--- src/rtl/tm1638_top.sv ---
// Write-only TM1638 refresh driver: streams command/data frames built from
// four synchronized board switches over the CLK/STB/DIO serial interface.
module tm1638_top #(
    parameter int unsigned CLK_DIV   = 50,
    parameter logic [2:0]  BRIGHT    = 3'd7,
    parameter int unsigned GAP_TICKS = 4
) (
    input  logic clk,
    input  logic rst,
    input  logic SWITCH1,
    input  logic SWITCH2,
    input  logic SWITCH3,
    input  logic SWITCH4,
    output logic out_clk_1,
    output logic strobe,
    output logic dio
);

    localparam int unsigned CW = (CLK_DIV > 1) ? $clog2(CLK_DIV) : 1;
    localparam int unsigned GW = (GAP_TICKS > 1) ? $clog2(GAP_TICKS + 1) : 1;

    typedef enum logic [2:0] {
        S_IDLE,
        S_START,
        S_SHIFT,
        S_END,
        S_GAP
    } state_t;

    state_t        r_state;
    logic [CW-1:0] r_cnt;
    logic [GW-1:0] r_gap;
    logic [3:0]    r_sync1;
    logic [3:0]    r_sync2;
    logic [3:0]    r_snap;
    logic [1:0]    r_frame;
    logic [4:0]    r_byte;
    logic [2:0]    r_bit;
    logic          r_phase;
    logic          r_clk;
    logic          r_stb;
    logic          r_dio;

    logic          w_tick;
    logic          w_last_byte;
    logic [3:0]    w_addr;
    logic [7:0]    w_byte;

    assign w_tick      = (r_cnt == CW'(CLK_DIV - 1));
    assign w_last_byte = (r_frame == 2'd1) ? (r_byte == 5'd16) : (r_byte == 5'd0);
    assign out_clk_1   = r_clk;
    assign strobe      = r_stb;
    assign dio         = r_dio;

    // Byte currently being shifted: F1 command, F2 address + display RAM image, F3 display control.
    always_comb begin
        w_byte = 8'h00;
        w_addr = 4'(r_byte - 5'd1);
        case (r_frame)
            2'd0: w_byte = 8'h40;
            2'd1: begin
                if (r_byte == 5'd0) begin
                    w_byte = 8'hC0;
                end else if (!w_addr[3] && r_snap[w_addr[2:1]]) begin
                    if (w_addr[0]) begin
                        w_byte = 8'h01;
                    end else begin
                        case (w_addr[2:1])
                            2'd0:    w_byte = 8'h06;
                            2'd1:    w_byte = 8'h5B;
                            2'd2:    w_byte = 8'h4F;
                            default: w_byte = 8'h66;
                        endcase
                    end
                end
            end
            default: w_byte = {5'b10001, BRIGHT};
        endcase
    end

    always_ff @(posedge clk or negedge rst) begin
        if (!rst) begin
            r_state <= S_IDLE;
            r_cnt   <= '0;
            r_gap   <= '0;
            r_sync1 <= '0;
            r_sync2 <= '0;
            r_snap  <= '0;
            r_frame <= 2'd0;
            r_byte  <= '0;
            r_bit   <= '0;
            r_phase <= 1'b0;
            r_clk   <= 1'b1;
            r_stb   <= 1'b1;
            r_dio   <= 1'b1;
        end else begin
            r_sync1 <= {SWITCH4, SWITCH3, SWITCH2, SWITCH1};
            r_sync2 <= r_sync1;
            r_cnt   <= w_tick ? '0 : r_cnt + 1'b1;
            if (w_tick) begin
                case (r_state)
                    S_IDLE, S_GAP: begin
                        if (r_gap == GW'(GAP_TICKS - 1)) begin
                            r_gap   <= '0;
                            r_stb   <= 1'b0;
                            r_byte  <= '0;
                            r_bit   <= '0;
                            r_state <= S_START;
                            if (r_frame == 2'd1) begin
                                r_snap <= r_sync2;
                            end
                        end else begin
                            r_gap <= r_gap + 1'b1;
                        end
                    end
                    S_START: begin
                        r_clk   <= 1'b0;
                        r_dio   <= w_byte[r_bit];
                        r_phase <= 1'b1;
                        r_state <= S_SHIFT;
                    end
                    S_SHIFT: begin
                        if (!r_phase) begin
                            r_clk   <= 1'b0;
                            r_dio   <= w_byte[r_bit];
                            r_phase <= 1'b1;
                        end else begin
                            r_clk   <= 1'b1;
                            r_phase <= 1'b0;
                            if (r_bit == 3'd7) begin
                                r_bit <= '0;
                                if (w_last_byte) begin
                                    r_state <= S_END;
                                end else begin
                                    r_byte <= r_byte + 5'd1;
                                end
                            end else begin
                                r_bit <= r_bit + 3'd1;
                            end
                        end
                    end
                    S_END: begin
                        // One trailing tick with CLK high before STB is released.
                        if (r_gap == '0) begin
                            r_gap <= GW'(1);
                        end else begin
                            r_gap   <= '0;
                            r_stb   <= 1'b1;
                            r_dio   <= 1'b1;
                            r_frame <= (r_frame == 2'd2) ? 2'd0 : r_frame + 2'd1;
                            r_state <= S_GAP;
                        end
                    end
                    default: r_state <= S_IDLE;
                endcase
            end
        end
    end

endmodule

--- config.mk ---
export PLATFORM = sky130hd
export DESIGN_NAME = tm1638_top
export DESIGN_NICKNAME = d
export VERILOG_FILES = /design/src/rtl/tm1638_top.sv
export SDC_FILE = /design/constraint.sdc
export NUM_CORES = 1
export LEC_CHECK = 0
export CAP_MARGIN = 5
export CORE_AREA = 2 2 52 90
export CTS_CLUSTER_DIAMETER = 200
export DETAILED_ROUTE_END_ITERATION = 6
export DIE_AREA = 0 0 54 92
export DONT_BUFFER_PORTS = 1
export GPL_ROUTABILITY_DRIVEN = 0
export PLACE_DENSITY = 0.73
export REMOVE_ABC_BUFFERS = 1
export SYNTH_ARGS = -nofsm -noshare
export SYNTH_HDL_FRONTEND = slang
export SYNTH_SLANG_ARGS = --single-unit
--- constraint.sdc ---
create_clock -name clk -period 2.5 [get_ports clk]
set_input_delay 0.5 -clock clk [delete_from_list [all_inputs] [get_ports clk]]
set_output_delay 0.5 -clock clk [all_outputs]
set_load 0.01 [all_outputs]
==> flow_metrics.env <==
export IMPL_status="finished clean"
export IMPL_cts_max_level=2
export IMPL_setup_slack_ns=0.3265
export IMPL_grt_pass1_wl_mm=6.962
export IMPL_synth_cells=201
export IMPL_max_slew_margin_pct=64.06
export IMPL_finClkSkew_ns=0.002907
export IMPL_via_per_inst=5.874
export IMPL_leakage_nw=0.9790
export IMPL_drc=0
export IMPL_hold_path_class="primary input to asynchronous set/reset pin"
export IMPL_critPathCapture="dio"
export IMPL_cts_setup_buffers=0
export IMPL_r2r_end="dio"
export IMPL_clock_latency_ns=0.29
export IMPL_r2r_start="r_byte[0]"
export IMPL_track_usage_pct=19.33
export IMPL_clockBufferDepth=2
export IMPL_required_ns=2.73
export IMPL_antenna_cells=0
export IMPL_ys_ff_latch=38
export IMPL_tightest_slew_ns=0.5361
export IMPL_r2r_worst_path_cells=9
export IMPL_cp_start_kind="flop"
export IMPL_avgSynthCellArea_um2=10.30
export IMPL_synth_top_area_share_pct=42.32
export IMPL_finalSetupViolCount=0
export IMPL_synth_seq_area_share_pct=46.13
export IMPL_rows=32
export IMPL_antenna_found_initial=0
export IMPL_synth_distinct_cells=56
export IMPL_path_clk_slew_ns=0.07
export IMPL_period_share_pct=86.94
export IMPL_dp_hpwl_mm=2.923
export IMPL_grt_ovfl_total=0
export IMPL_synthTopCellsByArea="dfrtp_1 42%, ha_1 6.7%, dfstp_2 3.8%, nor2_1 3.4%, mux2_4 2.9%"
export IMPL_syn_area_um2=2069
export IMPL_worst_ep_arrival_time_ns=2.41
export IMPL_die_width_um=54
export IMPL_nNetsFinal=219
export IMPL_cts_buffers=5
export IMPL_peakVddDrop_v=0.0003788
export IMPL_dp_slack_ns=0.3558
export IMPL_synth_top_area_cell="dfrtp_1"
export IMPL_grt_pass1_vias=1499
export IMPL_critical_path_max_fanout=7
export IMPL_totalWireLength_mm=4.093
export IMPL_ioPinCount=9
export IMPL_core_area_um2=4324
export IMPL_start_util_pct=47.86
export IMPL_cpMaxStageDelayCell="dfrtp_1"
export IMPL_setup_tns_ns=0
export IMPL_ant_nets=0
export IMPL_syn2layout_area_growth_pct=6.832
export IMPL_startpoint="r_byte[0]"
export IMPL_port_buffers=0
export IMPL_p_per_area_nw_per_um2=485.0
export IMPL_worstSetupPathType="flop to flop"
export IMPL_cpPeakStageDelay_ns=0.44
export IMPL_cts_tree="done"
export IMPL_endpoint_kind="flop"
export IMPL_yosysWarningCount=0
export IMPL_async_flop_share_pct=100.0
export IMPL_drt_initial_drc_count=34
export IMPL_dieArea_um2=4968
export IMPL_max_cap_violations=0
export IMPL_fmax_ghz=0.4601
export IMPL_crit_chain="inv_1 > ha_1 > inv_1 > ha_1 > nor3b_1 > a21oi_1 > o21ai_0 > o311ai_1 > o221a_1"
export IMPL_design_power_total_mw=1.072
export IMPL_synthFlopType="dfrtp_1"
export IMPL_numClockSinks=38
export IMPL_synth_edf_count=0
export IMPL_grt_max_degree=36
export IMPL_vias=1492
export IMPL_r2r_setup_slack_ns=0.33
export IMPL_slew_viol_final=0
export IMPL_rsz0062_at_grt="false"
export IMPL_final_hold_viol_count=0
export IMPL_wire_per_inst_um=16.11
export IMPL_fin_crit_ns=2.174
export IMPL_root_buffer="clkbuf_8"
export IMPL_final_layout_size_suffix_gt1_share_pct=11.82
export IMPL_drt_pass1_iterations=4
export IMPL_fp_dieH_um=92
## Yosys cell counts, drive strengths merged, types with 2 or more instances
cell    count
nand3       7
nand3b      3
dfrtp      35
nor2       20
a21o        2
dfstp       3
buf         5
a22o        3
and3        3
a21oi       9
o21ai       9
clkbuf      3
inv        12
ha         11
nand2      10
o311ai      2
xnor2       3
o31ai       2
a32o        3
or3         2
mux2        7
nor2b       2
o21a        2
nor3        5
nand4       2
nor3b       4
xor2        2
a31oi       3
mux2i       2
or2         2
nand2b      5
o211ai      3
## flip-flops by register name (all words and copies together), names as in the netlist
name	cells
r_bit	3
r_gap	3
r_byte	5
r_sync1	4
out_clk_1	1
r_frame	2
r_snap	4
r_phase	1
r_sync2	4
dio	1
r_cnt	6
strobe	1
r_state	3
## logic make-up after synthesis
| group | count (synthesis) | synth area share [%] |
|---|---|---|
| mux | 9 | 5.502 |
| buf+inv | 20 | 4.171 |
| simple gates | 71 | 19.23 |
| compound gates | 47 | 15.84 |
| xor+xnor | 5 | 2.479 |
| flops | 38 | 46.13 |
| fa+ha+maj | 11 | 6.650 |
## worst max-delay path, delay by kind of cell, from the launching register on
family                   cells  cell delay [ns]
adder cells (fa/ha/maj)      2             0.72
AND/OR/NAND/NOR              1             0.05
flip-flops                   1             0.44
AO/OA/AOI/OAI                4             0.68
buffers and inverters        2             0.23
## how the worst min path moves through the flow
stage | from | end | slack [ns]
after global placement | rst | r_gap[2] | 0.21
after global routing | rst | out_clk_1 | 0.03
final | rst | r_phase | 0.03
after detailed placement | rst | r_gap[2] | 0.21
after floorplan | rst | r_bit[0] | 0.20
after CTS | rst | r_phase | 0.04
## power by group
part,internal [mW],switching [mW],leakage [nW]
logic,0.00347,0.0103,0.443
registers,0.621,0.00178,0.488
clock network,0.223,0.213,0.0482
## metrics by stage
stage | instances | instance area (µm²) | util (%) | hold WS, ns
floorplan | 193 | 2028 | - | 0.2044
global placement | 245 | 2100 | 48.55 | 0.2051
detailed placement | 245 | 2100 | 48.55 | 0.2051
CTS | 254 | 2211 | 51.13 | 0.03643
global route | 254 | 2211 | 51.13 | 0.02880
finish | 254 | 2211 | 51.13 | 0.03399
## routing by layer
layer	track usage, %	wire [µm]	share of wire (%)	vias to the layer above
li1	-	-	-	722
met1	21.24	1594	39	732
met2	33.13	2270	55	28
met3	3.257	103	2.5	10
met4	11.04	125	3.1	0
met5	0	0	0	-
## repair_timing
| action | in CTS | in global routing |
|---|---|---|
| resized for setup | 0 | 0 |
| endpoints found under the hold margin | 35 | 0 |
| hold buffers | 1 | 0 |
## cell type report
class,instances,area [µm²]
Clock buffer,7,86.33
Clock inverter,1,5.005
Fill cell,380,2113
Inverter,12,45.04
Multi-Input combinational cell,143,1028
Sequential cell,38,954.7
Tap cell,51,63.81
Timing Repair Buffer,2,27.53
## cells in the final DEF, fill, tap and decap left out, types with 3 or more instances in the layout
cell type / instances
a21oi_1: 9
a22o_1: 3
a31oi_1: 3
a32o_1: 3
and3_1: 3
clkbuf_8: 6
dfrtp_1: 35
dfstp_2: 3
ha_1: 11
inv_1: 12
mux2_2: 3
mux2_4: 4
nand2_1: 10
nand2b_1: 5
nand3_1: 7
nor2_1: 19
nor3_1: 4
nor3b_1: 4
o211ai_1: 3
o21ai_0: 5
o21ai_1: 4
xnor2_1: 3
No activity file was read; power rests on OpenSTA's default activity.
